### src/rtl/mem_arbiter_pkg.sv
// Shared definitions for the two-requester AXI4-lite memory arbiter.
package mem_arbiter_pkg;

    // Arbiter FSM: idle/grant, read address, read data, write addr+data, write response
    typedef enum logic [2:0] {
        ST_IDLE = 3'd0,
        ST_AR   = 3'd1,
        ST_R    = 3'd2,
        ST_AWW  = 3'd3,
        ST_B    = 3'd4
    } arb_state_e;

    localparam logic [1:0] AXI_RESP_OKAY   = 2'b00;
    localparam logic [1:0] AXI_RESP_EXOKAY = 2'b01;
    localparam logic [1:0] AXI_RESP_SLVERR = 2'b10;
    localparam logic [1:0] AXI_RESP_DECERR = 2'b11;

    // Unprivileged, secure, data access
    localparam logic [2:0] AXI_PROT_DEFAULT = 3'b000;

    // Anything other than OKAY is reported to the requester as an error
    function automatic logic resp_is_err(input logic [1:0] resp);
        return resp != AXI_RESP_OKAY;
    endfunction

endpackage

### src/rtl/mem_arbiter_rr_arbiter2.sv
// Two-way round-robin grant: a lone requester wins outright, a tie goes to
// the requester that was not granted last.
module rr_arbiter2 (
    input  logic [1:0] req_valid,
    input  logic       last_grant,
    output logic       grant_valid,
    output logic       grant_idx
);

    // Pure combinational pick; the caller owns the last_grant register
    always_comb begin
        grant_valid = |req_valid;
        grant_idx   = 1'b0;
        case (req_valid)
            2'b01:   grant_idx = 1'b0;
            2'b10:   grant_idx = 1'b1;
            2'b11:   grant_idx = ~last_grant;
            default: grant_idx = 1'b0;
        endcase
    end

endmodule

### src/rtl/mem_arbiter.sv
// Round-robin arbiter between instruction fetch (0) and load/store (1)
// onto a single AXI4-lite master port, one transaction in flight at a time.
module mem_arbiter
    import mem_arbiter_pkg::*;
(
    input  logic        clk,
    input  logic        rst_n,
    input  logic [1:0]  req_valid,
    output logic [1:0]  req_ready,
    input  logic [1:0]  req_we,
    input  logic [63:0] req_addr,
    input  logic [63:0] req_wdata,
    input  logic [7:0]  req_wstrb,
    output logic [1:0]  resp_valid,
    output logic [31:0] resp_rdata,
    output logic        resp_err,
    output logic        axi_awvalid,
    input  logic        axi_awready,
    output logic [31:0] axi_awaddr,
    output logic [2:0]  axi_awprot,
    output logic        axi_wvalid,
    input  logic        axi_wready,
    output logic [31:0] axi_wdata,
    output logic [3:0]  axi_wstrb,
    input  logic        axi_bvalid,
    output logic        axi_bready,
    input  logic [1:0]  axi_bresp,
    output logic        axi_arvalid,
    input  logic        axi_arready,
    output logic [31:0] axi_araddr,
    output logic [2:0]  axi_arprot,
    input  logic        axi_rvalid,
    output logic        axi_rready,
    input  logic [31:0] axi_rdata,
    input  logic [1:0]  axi_rresp
);

    arb_state_e  state_q;
    logic        last_grant_q;
    logic        gnt_q;
    logic [31:0] addr_q;
    logic [31:0] wdata_q;
    logic [3:0]  wstrb_q;
    logic        arvalid_q;
    logic        rready_q;
    logic        awvalid_q;
    logic        wvalid_q;
    logic        bready_q;
    logic [1:0]  resp_valid_q;
    logic [31:0] resp_rdata_q;
    logic        resp_err_q;

    logic        grant_valid;
    logic        grant_idx;
    logic        accept;
    logic        aw_done;
    logic        w_done;
    logic        sel_we;
    logic [31:0] sel_addr;
    logic [31:0] sel_wdata;
    logic [3:0]  sel_wstrb;

    rr_arbiter2 u_rr_arbiter2 (
        .req_valid   (req_valid),
        .last_grant  (last_grant_q),
        .grant_valid (grant_valid),
        .grant_idx   (grant_idx)
    );

    assign accept = (state_q == ST_IDLE) && grant_valid;

    // Request fields of the winning requester
    assign sel_we    = grant_idx ? req_we[1]          : req_we[0];
    assign sel_addr  = grant_idx ? req_addr[63:32]    : req_addr[31:0];
    assign sel_wdata = grant_idx ? req_wdata[63:32]   : req_wdata[31:0];
    assign sel_wstrb = grant_idx ? req_wstrb[7:4]     : req_wstrb[3:0];

    // A channel counts as done once it has handshaked, including this cycle
    assign aw_done = !awvalid_q || axi_awready;
    assign w_done  = !wvalid_q  || axi_wready;

    // Acceptance strobe is combinational so the requester sees it in the grant cycle;
    // gating with rst_n keeps it low for the whole reset, not just after an edge
    always_comb begin
        req_ready = 2'b00;
        if (rst_n && accept) begin
            req_ready[grant_idx] = 1'b1;
        end
    end

    // Transaction FSM with all AXI and response outputs registered
    always_ff @(posedge clk or negedge rst_n) begin
        if (!rst_n) begin
            state_q      <= ST_IDLE;
            last_grant_q <= 1'b1;
            gnt_q        <= 1'b0;
            addr_q       <= '0;
            wdata_q      <= '0;
            wstrb_q      <= '0;
            arvalid_q    <= 1'b0;
            rready_q     <= 1'b0;
            awvalid_q    <= 1'b0;
            wvalid_q     <= 1'b0;
            bready_q     <= 1'b0;
            resp_valid_q <= 2'b00;
            resp_rdata_q <= '0;
            resp_err_q   <= 1'b0;
        end else begin
            resp_valid_q <= 2'b00;
            case (state_q)
                ST_IDLE: begin
                    if (accept) begin
                        gnt_q        <= grant_idx;
                        last_grant_q <= grant_idx;
                        addr_q       <= sel_addr;
                        wdata_q      <= sel_wdata;
                        wstrb_q      <= sel_wstrb;
                        if (sel_we) begin
                            awvalid_q <= 1'b1;
                            wvalid_q  <= 1'b1;
                            state_q   <= ST_AWW;
                        end else begin
                            arvalid_q <= 1'b1;
                            state_q   <= ST_AR;
                        end
                    end
                end
                ST_AR: begin
                    if (axi_arready) begin
                        arvalid_q <= 1'b0;
                        rready_q  <= 1'b1;
                        state_q   <= ST_R;
                    end
                end
                ST_R: begin
                    if (axi_rvalid) begin
                        rready_q            <= 1'b0;
                        resp_rdata_q        <= axi_rdata;
                        resp_err_q          <= resp_is_err(axi_rresp);
                        resp_valid_q[gnt_q] <= 1'b1;
                        state_q             <= ST_IDLE;
                    end
                end
                ST_AWW: begin
                    if (awvalid_q && axi_awready) begin
                        awvalid_q <= 1'b0;
                    end
                    if (wvalid_q && axi_wready) begin
                        wvalid_q <= 1'b0;
                    end
                    if (aw_done && w_done) begin
                        bready_q <= 1'b1;
                        state_q  <= ST_B;
                    end
                end
                ST_B: begin
                    if (axi_bvalid) begin
                        bready_q            <= 1'b0;
                        resp_rdata_q        <= '0;
                        resp_err_q          <= resp_is_err(axi_bresp);
                        resp_valid_q[gnt_q] <= 1'b1;
                        state_q             <= ST_IDLE;
                    end
                end
                default: begin
                    state_q <= ST_IDLE;
                end
            endcase
        end
    end

    assign axi_arvalid = arvalid_q;
    assign axi_araddr  = addr_q;
    assign axi_arprot  = AXI_PROT_DEFAULT;
    assign axi_rready  = rready_q;
    assign axi_awvalid = awvalid_q;
    assign axi_awaddr  = addr_q;
    assign axi_awprot  = AXI_PROT_DEFAULT;
    assign axi_wvalid  = wvalid_q;
    assign axi_wdata   = wdata_q;
    assign axi_wstrb   = wstrb_q;
    assign axi_bready  = bready_q;
    assign resp_valid  = resp_valid_q;
    assign resp_rdata  = resp_rdata_q;
    assign resp_err    = resp_err_q;

endmodule

### config.mk
export PLATFORM = sky130hd
export DESIGN_NAME = mem_arbiter
export DESIGN_NICKNAME = d
export VERILOG_FILES = /design/src/rtl/mem_arbiter_pkg.sv /design/src/rtl/mem_arbiter_rr_arbiter2.sv /design/src/rtl/mem_arbiter.sv
export SDC_FILE = /design/constraint.sdc
export NUM_CORES = 1
export LEC_CHECK = 0
export BUFFER_PORTS_ARGS = -buffer_cell sky130_fd_sc_hd__buf_4
export CAP_MARGIN = 5
export CORE_MARGIN = 1
export CORE_UTILIZATION = 25
export DETAILED_ROUTE_END_ITERATION = 8
export GPL_TIMING_DRIVEN = 0
export PLACE_DENSITY = 0.55
export SYNTH_ARGS = -nofsm -noshare
export SYNTH_HDL_FRONTEND = slang
export SYNTH_HIERARCHICAL = 1
export SYNTH_SLANG_ARGS = --single-unit
### constraint.sdc
create_clock -name clk -period 2 [get_ports clk]
set_clock_uncertainty 0.05 [all_clocks]
set_input_delay 0.1 -clock clk [delete_from_list [all_inputs] [get_ports clk]]
set_output_delay 0.1 -clock clk [all_outputs]
set_load 0.005 [all_outputs]
## After elaboration in Yosys (flattened, before gate mapping)

Index checks and enable logic that the tools add are counted.

| operators by class | value |
|---|---|
| order comparisons | 4 |
| eq/ne operators | 15 |
| multiplexer cells | 42 |
| bitwise gates (word level) | 1 |
| reductions and logical operators | 28 |

Operators by type and width:

| cell | number |
|---|---|
| 32-bit two-way mux | 4 |
| 32-bit case mux with 2 select lines | 1 |
| 2-bit inequality test, second input constant | 9 |
| 1-bit two-way mux | 16 |
| 3-bit two-way mux | 5 |
| 3-bit case mux with 5 select lines | 1 |
| 1-bit case mux with 2 select lines | 7 |
| 2-bit nonzero test | 7 |
| 4-bit AND reduction | 3 |
| 3-bit AND reduction | 3 |
| 2-bit two-way mux | 4 |
| 1-bit logical AND | 7 |
| 3-bit by 2-bit equality test with 1-bit output, second input constant | 2 |
| 5-bit AND reduction | 1 |
| 2-bit equality test, second input constant | 2 |
| 1-bit by 2-bit < comparator with 1-bit output, second input constant | 2 |
| 4-bit two-way mux | 1 |
| 2-bit case mux with 2 select lines | 1 |
| 3-bit by 1-bit equality test with 1-bit output, second input constant | 1 |
| 3-bit equality test, second input constant | 1 |
| 3-bit logical NOT | 1 |
| 1-bit demux with 1-bit select | 2 |
| 1-bit >= comparator, second input constant | 2 |
| 1-bit logical NOT | 2 |
| other kinds (4) | 5 |

| storage, ports and cells | value |
|---|---|
| register bits | 113 |
| input port bits | 183 |
| output and inout bits | 148 |
| logic and storage cells | 104 |

## Depth between registers and ports, before layout

| depth | value |
|---|---|
| depth after elaboration | 7 |
| mapped depth | 7 |
| gate-level depth less buffers | 5 |

## Cells and area by module

The synthesis kept the hierarchy.

Modules (own cells, without submodules):

| module | instances | cells an instance | area each (um^2) | seq. area each (um^2) |
|---|---|---|---|---|
| mem_arbiter | 1 | 540 | 5312.6 | 2829.0 |
| rr_arbiter2 | 1 | 2 | 13.8 | 0.0 |

## Worst setup path before layout

No wires, ideal clock.

| timing | value |
|---|---|
| path kind | flip-flop to flip-flop |
| from | register state_q[1] |
| to | register resp_rdata_q[10] (netlist: resp_rdata[10]) |
| setup time | 0.136 ns |
| arrival | 1.235 ns |
| required time | 1.814 ns |
| setup slack | 0.579 ns |
| stages on the path, launching flop included | 8 |
| buffers on the path | 3 |
| clock period less this slack | 1.421 ns |
| path through | dfrtp_1 buf_6 nand3b_1 a21o_1 buf_2 buf_4 nand2_1 o21ai_0 |

| on the way | value |
|---|---|
| word-level cells in the longest chain between the ends | 3 |
| elaborated cells between the ends (all ways) | 7 |
| those cells by class | eq/ne: 4; mux: 1; reduce/logical: 2 |

RTL lines:

| what | line | text |
|---|---|---|
| start: declaration | mem_arbiter.sv:38 | `arb_state_e state_q;` |
| start signal: assignment | mem_arbiter.sv:94 | `state_q <= ST_IDLE;` |
| start signal: assignment | mem_arbiter.sv:121 | `state_q <= ST_AWW;` |
| start signal: assignment | mem_arbiter.sv:124 | `state_q <= ST_AR;` |
| 3-bit by 2-bit equality test with 1-bit output or 3-bit equality test (tied branches) | mem_arbiter.sv:110 | `case (state_q)` |
| 2-bit inequality test (no source line) or 2-bit nonzero test (tied branches) | -- |  |
| 3-bit AND reduction (no source line) | -- |  |
| end signal: assignment | mem_arbiter.sv:138 | `resp_rdata_q <= axi_rdata;` |
| end: declaration | mem_arbiter.sv:50 | `logic [31:0] resp_rdata_q;` |

Several ways; a longest one is shown, not always the timed one.
A chain may end at the register's enable or synchronous reset.

## Final worst setup path

| timing | value |
|---|---|
| from | register state_q[2] |
| to | output port req_ready[0] |

| on the way | value |
|---|---|
| word-level cells in the longest chain between the ends | 4 |

RTL lines:

| what | line | text |
|---|---|---|
| 3-bit logical NOT | mem_arbiter.sv:70 | `assign accept = (state_q == ST_IDLE) && grant_valid;` |
| 1-bit logical AND | mem_arbiter.sv:70 |  |
| 1-bit logical AND | mem_arbiter.sv:86 | `if (rst_n && accept) begin` |
| 2-bit two-way mux | mem_arbiter.sv:86 |  |
| end: declaration | mem_arbiter.sv:9 | `output logic [1:0] req_ready,` |

Every way passes these cells.

==> metrics.json <==
{
  "run_status": {
    "outcome": "complete, no violations"
  },
  "clock_network": {
    "clk_root_buffer_cell": "clkbuf_16",
    "cts.clk_slew.worst_paths_ps": 60,
    "worstSkewPairLatency_ps": 410,
    "cts_tree": "done",
    "clock_path_buffers": 2,
    "numClockSinks": 113,
    "cts.htree.levels": 4,
    "total_cts_buffers": 17
  },
  "logic_synthesis": {
    "ys_warn_count": 6,
    "synth_xor_xnor_area_share": 0,
    "largest_family_of_logic_cells_by_synthesized_area": "multiplexers",
    "synth_area_per_cell_um2": 9.83,
    "synth-seq-cells": 113,
    "synth_compound_area_frac": 0.117,
    "postSynthCellCount": 542,
    "synth-main-ff-cell": "dfrtp_1",
    "synth_mux_area_frac": 0.132,
    "synth_enable_flop_cells": 0,
    "synth-async-reset-ratio": 1.00,
    "post_synth_and_or_nand_nor_area_fraction": 0.124,
    "yosysUniqueCellTypes": 33,
    "syn_area_um2": 5330,
    "ys_seq_area_frac": 0.531,
    "post_synth_fa_ha_maj_area_fraction": 0
  },
  "sta": {
    "hold_fails_final_rpt": 0,
    "grt_setup_unrepaired": "yes",
    "post-route-period-util": 0.961,
    "maxClockFrequency_mhz": 520,
    "final.min_clock_period_ps": 1920,
    "finalSetupViolations": 0,
    "timing.slew.headroom": 0.615,
    "post-route-worst-setup-slack_ps": 77.2,
    "drv_slew": 0,
    "tightest_slew_ps": 578
  },
  "routing": {
    "dr_total_vias": 5812,
    "first_pass_iters": 5,
    "drt_iter0_markers": 220,
    "wl_um": 20400,
    "wl_per_cell_um": 15.0,
    "detail-route-antenna-nets": 0,
    "drc": 0,
    "via_per_inst": 4.28
  },
  "setup_path": {
    "setup.worst_path.class": "register to output port",
    "crit_family": "buffers and inverters",
    "worst-endpoint-required_ps": 1850,
    "cp_num_buf_inv": 4,
    "path_common_cell": "buf_4",
    "arrival_ps": 1770,
    "worstPathMaxFanout": 10,
    "timing.critical_path.slowest_stage_cell": "dfrtp_1",
    "worstSetupEndpointType": "output port",
    "critPathMaxStageDelay_ps": 360,
    "critPathLaunchType": "register",
    "crit_path_cell_trace": "buf_4 -> nor3_4 -> buf_6 -> buf_8 -> nand2_1 -> nor2_1 -> buf_4"
  },
  "cells_and_area": {
    "final_cell_mix": "370 x buf_4, 175 x dlygate4sd3_1, 112 x dfrtp_1",
    "diodes": 0,
    "area_used_by_multi_input_combinational_logic_um2": 2020,
    "fillers": 1912,
    "post_layout_nonfiller_instances": 1358,
    "design_area_um2": 10600,
    "most_common_library_cell_in_the_layout_ignoring_fill_and_taps": "buf_4",
    "areaGrowthSynthToFinish_pct": 98.4,
    "finalNetCount": 1253,
    "final_layout_size_suffix_gt1_frac": 0.406,
    "seqCellArea_um2": 2830
  },
  "grt": {
    "grt_busiest_layer": "met2",
    "grt_antenna_before_repair": 0,
    "via_count_of_the_first_global_routing_pass": 6005,
    "grt_remaining_overflow": 0,
    "globalRouteTotalUtil": 0.184,
    "globalRouteMet3Util": 0.0556,
    "groute.layer.met2.usage": 0.319,
    "grt_first_pass_wirelength_um": 31200,
    "grt_start_max_net_pins": 59,
    "use_met1": 0.205
  },
  "place": {
    "pre_cts_slack_ps": 33.6,
    "dpl-instance-area_um2": 8150,
    "hpwl_um": 13700,
    "routabilityCongestion": 0.748,
    "number_of_instances_in_the_placed_design": 1147,
    "numPortBuffers": 324
  },
  "die": {
    "die_x_um": 148,
    "placeableCoreArea_um2": 21000,
    "num_io_pins": 331,
    "placement_rows": 53,
    "dieArea_um2": 21900,
    "dieHeight_um": 148,
    "initial_core_util": 0.254
  },
  "power": {
    "fin_total_pwr_mw": 13.7,
    "cellPowerDensity_nw_per_um2": 1290,
    "static-leakage-power_nw": 5.23,
    "vdd.ir_drop.worst_mv": 0.602
  },
  "hold_path": {
    "hp-class": "input port to register"
  },
  "run": {
    "drv.max_cap_violation_count": 0
  }
}
-- metal layers --
metal  up-vias  part of all wire  routed length [um]
li1       2838                 -                   -
met3        39             0.071                1450
met5         -                 0                   0
met4         0             0.032                 658
met1      2689              0.40                8140
met2       246              0.50               10100
-- report_power, final --
part	switching (mW)	internal, mW	total, mW	leakage (nW)
registers	0.699	3.40	4.10	1.30
clock network	1.13	1.93	3.06	0.284
logic	2.86	3.62	6.49	3.64
-- area by class of cell --
class | count | share of cell area
Timing Repair Buffer | 505 | 0.403
Sequential cell | 113 | 0.268
Multi-Input combinational cell | 356 | 0.191
Buffer | 73 | 0.0479
Clock buffer | 20 | 0.0442
Tap cell | 275 | 0.0326
Clock inverter | 12 | 0.0124
Inverter | 4 | 0.00142
-- cells by family after synthesis --
kind of cell	Yosys count
flip-flops	113
multiplexers	70
buffers and inverters	78
AND/OR/NAND/NOR	162
AO/OA/AOI/OAI	118
other	1
-- state kept, by name, summed over array words and instances (netlist names) --
signal,flops
gnt_q,1
axi_bready,1
resp_rdata,32
last_grant_q,1
axi_rready,1
axi_wstrb,4
axi_wdata,32
axi_araddr,32
resp_err,1
axi_wvalid,1
axi_awvalid,1
resp_valid,2
state_q,3
axi_arvalid,1
-- worst min-delay path: cells and delay by family --
kind | cells | cell delay (ps)
AOI/OAI and AO/OA | 1 | 210
and+or+nand+nor | 1 | 50
buffers and inverters | 1 | 80
-- Yosys cell counts, types with 3 or more instances --
master	n	share of area
dfrtp_1	112	0.53
nor2_1	79	0.056
a21oi_1	72	0.068
mux2i_1	70	0.13
nand2_1	68	0.048
buf_4	44	0.062
buf_2	26	0.024
o21ai_1	26	0.024
o21ai_0	7	0.0066
inv_1	4	0.0028
a31oi_1	3	0.0035
buf_6	3	0.0063
-- repair_timing --
item | in CTS | in global routing
endpoints found under the setup margin | 2 | 3
gates resized for setup | 6 | 4
endpoints found under the hold margin | 162 | 1
hold buffers | 174 | 1
buffers inserted | 4 | 1
pin swaps | 1 | 1
-- through the flow --
step	setup TNS [ps]	hold slack, ps	utilization
4_1_cts	0	1.32	0.503
3_3_place_gp	-34.5	232	0.388
2_1_floorplan	0	-246	-
5_1_grt	-6.19	35.3	0.504
3_5_place_dp	0	62.1	0.389
6_report	0	17.3	0.504
-- path summary, 6_finish.rpt --
check / slack, ps / start / end / depth (start not counted)
worst max-delay path: 80 / state_q[2]$_DFFE_PN0P_ / req_ready[0] / 7
min in group asynchronous: 170 / rst_n / resp_rdata[12]$_DFFE_PN0P_ / 2
worst min register to register: 370 / gnt_q$_DFFE_PN0P_ / resp_valid[0]$_DFF_PN0_ / 1
worst min-delay path: 20 / axi_bresp[0] / resp_err$_DFFE_PN0P_ / 3
max in group asynchronous: 1030 / rst_n / axi_araddr[20]$_DFFE_PN0P_ / 3
worst max register to register: 110 / state_q[0]$_DFFE_PN0P_ / resp_err$_DFFE_PN0P_ / 7
No activity file was read; power rests on OpenSTA's default activity.
